**config.mk**
```make
export PLATFORM = sky130hd
export DESIGN_NAME = muldiv_unit_flat
export DESIGN_NICKNAME = d
export VERILOG_FILES = /design/src/rtl/muldiv_unit_if.sv /design/src/rtl/muldiv_unit.sv /design/src/flat_wrapper.sv
export SDC_FILE = /design/constraint.sdc
export NUM_CORES = 1
export LEC_CHECK = 0
export BUFFER_PORTS_ARGS = -buffer_cell sky130_fd_sc_hd__buf_2
export CORE_MARGIN = 1
export CORE_UTILIZATION = 51
export CTS_CLUSTER_SIZE = 40
export DETAILED_ROUTE_END_ITERATION = 6
export PLACE_DENSITY = 0.77
export SYNTH_ARGS = -nofsm -noshare
export SYNTH_HDL_FRONTEND = slang
export SYNTH_SLANG_ARGS = --single-unit
```
**constraint.sdc**
```tcl
create_clock -name clk_i -period 12.1 [get_ports clk_i]
set_input_delay 0.605 -clock clk_i [delete_from_list [all_inputs] [get_ports clk_i]]
set_output_delay 0.605 -clock clk_i [all_outputs]
set_load 0.01 [all_outputs]
```
**src/rtl/muldiv_unit_if.sv**
```systemverilog
// muldiv_unit_if: request/result handshake bundle for muldiv_unit.
//   slave  : the unit (accepts requests, produces results)
//   master : the requester (drives operands, consumes results)
interface muldiv_unit_if #(parameter int XLEN = 32);
   logic            req_valid_i;
   logic            req_ready_o;
   logic [XLEN-1:0] oper1_i;
   logic [XLEN-1:0] oper2_i;
   logic [2:0]      sel_op_i;
   logic            kill_i;
   logic            result_valid_o;
   logic            result_ready_i;
   logic [XLEN-1:0] result_o;
   modport slave (
      input  req_valid_i, oper1_i, oper2_i, sel_op_i, kill_i, result_ready_i,
      output req_ready_o, result_valid_o, result_o
   );
   modport master (
      output req_valid_i, oper1_i, oper2_i, sel_op_i, kill_i, result_ready_i,
      input  req_ready_o, result_valid_o, result_o
   );
endinterface

```
**src/rtl/muldiv_unit.sv**
```systemverilog
// muldiv_unit: iterative RV32M-style multiply/divide unit, one bit per cycle.
//   clk_i  : clock, rising edge
//   rst_ni : asynchronous active-low reset
//   bus    : request (valid/ready, operands, op select, kill) and result (valid/ready, data)
module muldiv_unit #(parameter int XLEN = 32) (
   input  logic         clk_i,
   input  logic         rst_ni,
   muldiv_unit_if.slave bus
);
   localparam int CW = $clog2(XLEN) + 1;
   localparam logic [CW-1:0] LAST = CW'(XLEN - 1);
   localparam logic [XLEN-1:0] MIN_NEG = {1'b1, {(XLEN-1){1'b0}}};

   typedef enum logic [1:0] {IDLE, CALC, DONE} state_e;

   state_e            state_q, state_d;
   logic [2:0]        op_q, op_d;
   logic [XLEN-1:0]   opnd_q, opnd_d;
   logic              qneg_q, qneg_d;
   logic              rneg_q, rneg_d;
   logic [2*XLEN-1:0] work_q, work_d;
   logic [CW-1:0]     cnt_q, cnt_d;
   logic [XLEN-1:0]   result_q, result_d;

   logic [2:0]        op_in;
   logic              a_signed, b_signed, a_neg, b_neg, accept, div_zero, div_ovf;
   logic [XLEN-1:0]   a_mag, b_mag, quo, rem, fin;
   logic [XLEN:0]     add_sum, rem_sh, diff;
   logic [2*XLEN-1:0] step, prod;

   // Both algorithms run on magnitudes; the sign is restored on the final step.
   // For multiply, opnd_q holds the multiplicand and the low half of work_q the
   // multiplier; for divide, opnd_q holds the divisor and work_q = {rem, quo}.
   always_comb begin
      op_in    = bus.sel_op_i;
      a_signed = (op_in == 3'd1) | (op_in == 3'd2) | (op_in == 3'd4) | (op_in == 3'd6);
      b_signed = (op_in == 3'd1) | (op_in == 3'd4) | (op_in == 3'd6);
      a_neg    = a_signed & bus.oper1_i[XLEN-1];
      b_neg    = b_signed & bus.oper2_i[XLEN-1];
      a_mag    = a_neg ? -bus.oper1_i : bus.oper1_i;
      b_mag    = b_neg ? -bus.oper2_i : bus.oper2_i;
      div_zero = op_in[2] & (bus.oper2_i == '0);
      div_ovf  = op_in[2] & ~op_in[0] & (bus.oper1_i == MIN_NEG) & (bus.oper2_i == '1);
      accept   = (state_q == IDLE) & bus.req_valid_i & ~bus.kill_i;
      add_sum  = {1'b0, work_q[2*XLEN-1:XLEN]} + {1'b0, opnd_q};
      // Partial remainder after the left shift needs one extra bit before the trial subtract.
      rem_sh   = work_q[2*XLEN-1:XLEN-1];
      diff     = rem_sh - {1'b0, opnd_q};
      step     = op_q[2] ? (diff[XLEN] ? {rem_sh[XLEN-1:0], work_q[XLEN-2:0], 1'b0}
                                       : {diff[XLEN-1:0], work_q[XLEN-2:0], 1'b1})
                         : (work_q[0] ? {add_sum, work_q[XLEN-1:1]}
                                      : {1'b0, work_q[2*XLEN-1:1]});
      prod     = qneg_q ? -step : step;
      quo      = qneg_q ? -step[XLEN-1:0] : step[XLEN-1:0];
      rem      = rneg_q ? -step[2*XLEN-1:XLEN] : step[2*XLEN-1:XLEN];
      fin      = op_q[2] ? (op_q[1] ? rem : quo)
                         : ((op_q == 3'd0) ? prod[XLEN-1:0] : prod[2*XLEN-1:XLEN]);
      state_d  = state_q;
      op_d     = op_q;
      opnd_d   = opnd_q;
      qneg_d   = qneg_q;
      rneg_d   = rneg_q;
      work_d   = work_q;
      cnt_d    = cnt_q;
      result_d = result_q;
      if (accept) begin
         op_d   = op_in;
         qneg_d = a_neg ^ b_neg;
         rneg_d = a_neg;
         opnd_d = op_in[2] ? b_mag : a_mag;
         work_d = {{XLEN{1'b0}}, op_in[2] ? a_mag : b_mag};
         cnt_d  = '0;
         if (div_zero | div_ovf) begin
            state_d  = DONE;
            result_d = div_zero ? (op_in[1] ? bus.oper1_i : '1) : (op_in[1] ? '0 : MIN_NEG);
         end else begin
            state_d = CALC;
         end
      end else if (state_q == CALC) begin
         work_d = step;
         cnt_d  = cnt_q + 1'b1;
         if (cnt_q == LAST) begin
            state_d  = DONE;
            result_d = fin;
         end
      end else if ((state_q == DONE) & bus.result_ready_i) begin
         state_d  = IDLE;
         result_d = '0;
      end
      if (bus.kill_i & (state_q != IDLE)) begin
         state_d  = IDLE;
         result_d = '0;
      end
   end

   always_ff @(posedge clk_i or negedge rst_ni) begin
      if (!rst_ni) begin
         state_q  <= IDLE;
         op_q     <= '0;
         opnd_q   <= '0;
         qneg_q   <= 1'b0;
         rneg_q   <= 1'b0;
         work_q   <= '0;
         cnt_q    <= '0;
         result_q <= '0;
      end else begin
         state_q  <= state_d;
         op_q     <= op_d;
         opnd_q   <= opnd_d;
         qneg_q   <= qneg_d;
         rneg_q   <= rneg_d;
         work_q   <= work_d;
         cnt_q    <= cnt_d;
         result_q <= result_d;
      end
   end

   assign bus.req_ready_o    = (state_q == IDLE);
   assign bus.result_valid_o = (state_q == DONE);
   assign bus.result_o       = result_q;
endmodule

```
**src/flat_wrapper.sv**
```systemverilog
// flat-port wrapper written by rule: the top's interface ports become plain ports
module muldiv_unit_flat 
#(parameter int XLEN = 32)
  (clk_i, rst_ni, bus_req_valid_i, bus_oper1_i, bus_oper2_i, bus_sel_op_i, bus_kill_i, bus_result_ready_i, bus_req_ready_o, bus_result_valid_o, bus_result_o);
  muldiv_unit_if #(.XLEN(XLEN)) bus_i ();
  input  logic clk_i;
  input  logic rst_ni;
  input wire logic [$bits(bus_i.req_valid_i)-1:0] bus_req_valid_i;
  input wire logic [$bits(bus_i.oper1_i)-1:0] bus_oper1_i;
  input wire logic [$bits(bus_i.oper2_i)-1:0] bus_oper2_i;
  input wire logic [$bits(bus_i.sel_op_i)-1:0] bus_sel_op_i;
  input wire logic [$bits(bus_i.kill_i)-1:0] bus_kill_i;
  input wire logic [$bits(bus_i.result_ready_i)-1:0] bus_result_ready_i;
  output wire logic [$bits(bus_i.req_ready_o)-1:0] bus_req_ready_o;
  output wire logic [$bits(bus_i.result_valid_o)-1:0] bus_result_valid_o;
  output wire logic [$bits(bus_i.result_o)-1:0] bus_result_o;
  assign bus_i.req_valid_i = bus_req_valid_i;
  assign bus_i.oper1_i = bus_oper1_i;
  assign bus_i.oper2_i = bus_oper2_i;
  assign bus_i.sel_op_i = bus_sel_op_i;
  assign bus_i.kill_i = bus_kill_i;
  assign bus_i.result_ready_i = bus_result_ready_i;
  assign bus_req_ready_o = bus_i.req_ready_o;
  assign bus_result_valid_o = bus_i.result_valid_o;
  assign bus_result_o = bus_i.result_o;
  muldiv_unit #(.XLEN(XLEN)) u_core (.clk_i(clk_i), .rst_ni(rst_ni), .bus(bus_i));
endmodule
```
# Word-level counts from Yosys, hierarchy flattened

Cells that the tools add are included.

Flip-flop bits (word level): 141
Bits of input ports: 72
Output and inout port bits: 34

$add $sub $neg: 8
Equality and inequality tests: 11
Multiplexer cells: 32
Bitwise operators: 19
Reduce and logical (&&, ||, !) cells: 8

Operators with widths:

| cell                   | count |
|---|---|
| $mux W32               | 18 |
| $mux W64               | 6 |
| $neg A32 Y32           | 4 |
| $eq A32 B32 Y1 const B | 2 |
| $neg A64 Y64           | 1 |
| $add A32 B32 Y33       | 1 |
| $sub A33 B32 Y33       | 1 |
| $logic_not A32 Y1      | 1 |
| $mux W2                | 6 |
| $mux W6                | 2 |
| $and A1 B1 Y1          | 10 |
| $add A6 B1 Y6 const B  | 1 |
| $eq A3 B3 Y1 const B   | 2 |
| $eq A6 B5 Y1 const B   | 1 |
| $or A1 B1 Y1           | 6 |
| $ne A4 B3 Y1 const B   | 1 |
| $reduce_bool A2 Y1     | 2 |
| $reduce_bool A4 Y1     | 1 |
| $eq A3 B1 Y1 const B   | 1 |
| $eq A3 B2 Y1 const B   | 1 |
| $logic_not A3 Y1       | 1 |
| $ne A3 B3 Y1 const B   | 1 |
| $reduce_and A3 Y1      | 1 |
| $eq A2 B1 Y1 const B   | 1 |
| 5 further kinds        | 6 |

# Longest topological paths before layout

Depth in word-level cells: 11
Depth in mapped cells: 23
Mapped depth without buffers: 22

# Least setup slack after synthesis

OpenSTA, ideal clock, no wires.

Path type: register to register
From: register u_core.work_q[31]
To: register u_core.result_q[28] (netlist: u_core.bus.result_o[28])
Library setup time: 127 ps
Arrival time: 4836 ps
Path slack: 7136 ps
Cell stages (with the launch flop): 22
Period minus slack after synthesis: 4964 ps
Path through: dfrtp_1 inv_1 ha_1 fa_1 nor2b_1 o31ai_4 a211oi_2 o21ai_1 a21oi_2 nor3_1 a21oi_1 ha_1 o211ai_1 or3_1 or2_2 or4_1 or2_2 nor4_1 nand2_1 or3_1 a31oi_1 o31ai_1

Cells in the longest elaborated chain, start to end: 11
Elaborated cells between the ends (all ways): 17
Classes of those cells: add/sub: 4; mux: 13

Ends and longest elaborated chain:

| item                                 | line                                 | RTL |
|---|---|---|
| start, declared                      | muldiv_unit.sv:21                    | `logic [2*XLEN-1:0] work_q, work_d;` |
| start signal, assigned               | muldiv_unit.sv:112                   | `work_q <= work_d;` |
| $sub A33 B32 Y33                     | muldiv_unit.sv:48                    | `diff = rem_sh - {1'b0, opnd_q};` |
| $mux W64                             | muldiv_unit.sv:49                    | `step = op_q[2] ? (diff[XLEN] ? {rem_sh[XLEN-1:0], work_q[XLEN-2:0], 1'b0}` |
| $mux W64 (*)                         | muldiv_unit.sv:49                    |  |
| $neg A64 Y64 (tied with other cells) | muldiv_unit.sv:53                    | `prod = qneg_q ? -step : step;` |
| $mux W64 (tied with other cells)     | muldiv_unit.sv:53                    |  |
| $mux W32, on equally long branches   | muldiv_unit.sv:57, muldiv_unit.sv:56 |  |
| $mux W32 (*)                         | muldiv_unit.sv:56                    | `fin = op_q[2] ? (op_q[1] ? rem : quo)` |
| $mux W32 (*)                         | muldiv_unit.sv:82                    | `if (cnt_q == LAST) begin` |
| $mux W32 (*)                         | muldiv_unit.sv:79                    | `end else if (state_q == CALC) begin` |
| $mux W32 (*)                         | muldiv_unit.sv:66                    | `if (accept) begin` |
| $mux W32 (*)                         | muldiv_unit.sv:90                    | `if (bus.kill_i & (state_q != IDLE)) begin` |
| end signal, assigned                 | muldiv_unit.sv:114                   | `result_q <= result_d;` |
| end, declared                        | muldiv_unit.sv:23                    | `logic [XLEN-1:0] result_q, result_d;` |

Every way passes the cells marked *; elsewhere a longest branch is shown, timed or not. The select of a mux whose other input is x is not followed.
A chain may end at the register's enable or synchronous reset.

# Final worst setup path

From: register u_core.work_q[31]
To: register u_core.result_q[30] (netlist: u_core.bus.result_o[30])

Same word-level chain as after synthesis.

==> metrics.yaml <==
status: "completed"
final_cell_mix: "273 x nand2_1, 240 x o21ai_0, 194 x a21oi_1"
wire_per_inst_um: 26.6
synth_xor_area_frac: 0.0887
ys_types: 112
relSlewSlack: 0.147
tightest_slew_ns: 1.27
worst-path-buf-inv: 2
clock_path_buffers: 2
num_rows: 66
crit_fanout: 21
fin_cells: 2802
grt-ovfl-total: 0
drt_iter0_drc: 2643
ant_nets: 0
synth-async-reset-ratio: 1.00
firstDrtPassIters: 6
start_util: 0.523
fp.coreArea_um2: 32900
endpoint: "u_core.bus.result_o[30]"
insertion_delay_ns: 0.47
vias: 19500
critPathKind: "register to register"
synth_compound_area_frac: 0.316
path_cells: "inv_1, ha_1, fa_1, nor2b_1, o31ai_4, a211oi_2, o21ai_1, a21oi_2, buf_4, nor3_1, a21oi_1, ha_1, o211ai_1, or3_1, or2_2, or2_2, nor2_1, nand4_1, or3_1, and4b_1, mux2i_1, a22oi_1, o22a_1"
dpl_worst_slack_ns: 5.83
layout_commonest_cell: "nand2_1"
cts_root_buffer: "clkbuf_16"
synth_fa_ha_area_frac: 0.0533
synth.area.mux_share: 0.0367
setup_ws_ns: 5.62
reg2regPathDepth: 23
die_w_um: 186
viasPerCell: 6.94
r2r_end: "u_core.bus.result_o[30]"
n_fill_cell: 3250
cp.depth: 23
synth-seq-cells: 141
cp-end-kind: "register"
die_area_um2: 34400
io-pin-count: 106
synth-warning-count: 0
report.final.setup_viol: 0
grt_pass1_vias: 17300
synth_edf_count: 0
syn2layout_area_growth_pct: 6.69
critical-path-max-stage-delay_ns: 0.45
dp.cells: 2767
skew_ns: 0.0144
cts_setup_buffers: 0
max_cap_viol_count: 0
grt_pass1_wl_mm: 109
fin_crit_sh: 0.535
cts_resized: 0
numCtsBuffers: 17
place_congestion: 1.08
cts_tree: "done"
r2r-start: "u_core.work_q[31]"
max_freq_mhz: 154
rsz0062_at_grt: "false"
cp-startpoint: "u_core.work_q[31]"
cts_max_level: 4
antenna_found_initial: 8
dp_hpwl_mm: 57.4
synth_top_family_by_area: "compound AO/OA/AOI/OAI gates"
ys.flop_type: "dfrtp_1"
postRouteWirelength_mm: 74.4
drv_slew: 0
layout_min_cycle_time_ns: 6.48
drive_above_1_share: 0.103
reg2reg_slack_ns: 5.62
finalHoldViolations: 0
grt_start_max_net_pins: 103
port-buffer-count: 105
grt_use_total: 0.430
final_util: 0.558
cts_hold_buf: 0
cp_data_arrival_time_ns: 6.82
tns_ns: 0
crit_required_ns: 12.45
yosys.area_share.simple: 0.238
synth_seq_area_share: 0.205
path_delay_family: "simple AND/OR/NAND/NOR gates"
cts.clk_slew.worst_paths_ns: 0.06
die_h_um: 186
cp_slowest_cell: "or3_1"
hp-class: "input port to asynchronous set/reset pin"
synth.avg_cell_area_um2: 7.36
synth_area_um2: 17200
nNetsFinal: 2488
synthCells: 2334
start_kind: "register"
cts.sinks: 141
synth_nets: 2478
drcViolationCount: 0
==> synth_stat cells (11+ instances only) <==
| cell | instances | area [µm²] |
|---|---|---|
| a21oi_1 | 194 | 971 |
| xnor2_1 | 104 | 911 |
| mux2i_1 | 54 | 541 |
| or3_1 | 38 | 238 |
| nand2_1 | 273 | 1020 |
| inv_1 | 75 | 282 |
| o21a_1 | 22 | 165 |
| o221ai_1 | 18 | 158 |
| nor2b_1 | 18 | 113 |
| nand2b_1 | 25 | 156 |
| a211oi_1 | 36 | 270 |
| nor2_1 | 177 | 664 |
| nand3_1 | 88 | 440 |
| xor2_1 | 70 | 613 |
| clkbuf_1 | 87 | 327 |
| dfrtp_1 | 141 | 3530 |
| o21bai_1 | 13 | 97.6 |
| a21o_1 | 37 | 278 |
| o21ai_0 | 240 | 1200 |
| ha_1 | 70 | 876 |
| o211ai_1 | 51 | 383 |
| or2_2 | 12 | 75.1 |
| a22oi_1 | 11 | 82.6 |
| buf_1 | 12 | 45.0 |
| and3_1 | 14 | 87.6 |
| nor4_1 | 21 | 131 |
| o2111ai_1 | 11 | 96.3 |
| a31oi_1 | 26 | 163 |
| nor3_1 | 59 | 295 |
| clkbuf_8 | 13 | 179 |
| o31ai_1 | 32 | 240 |
| and2_1 | 23 | 144 |
| buf_2 | 13 | 65.1 |
| nand4_1 | 35 | 219 |
==> sequential cells by signal (all words and copies together), names as in the netlist <==
name,cells
u_core.bus.result_o,32
u_core.cnt_q,6
u_core.op_q,3
u_core.opnd_q,32
u_core.qneg_q,1
u_core.rneg_q,1
u_core.state_q,2
u_core.work_q,64
==> through the flow <==
| step | hold slack (ns) | area [µm²] |
|---|---|---|
| after floorplan | 0.309 | 17200 |
| after global placement | 0.448 | 17700 |
| after detailed placement | 0.451 | 17700 |
| after CTS | 0.191 | 18300 |
| after global routing | 0.216 | 18300 |
| final | 0.141 | 18300 |
==> layer usage <==
layer | global-route usage | part of all wire
met4 | 0.260 | 0.065
met2 | 0.614 | 0.41
met3 | 0.141 | 0.13
met5 | 0 | 0.00079
met1 | 0.560 | 0.40
==> kinds of logic (layout without fill, tap and decap cells) <==
kind of cell / after synthesis / after routing
compound gates: 827 / 827
xor+xnor: 174 / 174
fa+ha+maj: 72 / 72
buf+inv: 217 / 240
flops: 141 / 141
mux: 62 / 62
other cells: 0 / 3
simple gates: 841 / 841
==> worst min path at each step <==
| stage | end | startpoint | cells past startpoint | slack, ns |
|---|---|---|---|---|
| final | u_core.state_q[1] | rst_ni | 1 | 0.14 |
| after global routing | u_core.state_q[1] | rst_ni | 1 | 0.22 |
| after CTS | u_core.bus.result_o[26] | rst_ni | 1 | 0.19 |
| after detailed placement | u_core.bus.result_o[8] | u_core.bus.result_o[8] | 2 | 0.45 |
| after global placement | u_core.bus.result_o[8] | u_core.bus.result_o[8] | 2 | 0.45 |
| after floorplan | u_core.bus.result_o[0] | rst_ni | 0 | 0.31 |
==> area by class of cell <==
| type | instances | area (µm²) | area share |
|---|---|---|---|
| multi-input cells | 1976 | 12600 | 0.689 |
| flip-flops and latches | 141 | 3530 | 0.193 |
| repair buffers | 132 | 734 | 0.0401 |
| well taps | 442 | 553 | 0.0302 |
| clock buffers | 20 | 457 | 0.0249 |
| inverters | 76 | 285 | 0.0156 |
| clock inverters | 12 | 136 | 0.00744 |
| diodes | 3 | 7.51 | 0.000410 |
Power is not shown: default switching activity piles up to over one toggle a cycle in this logic, so the estimate is an artifact.
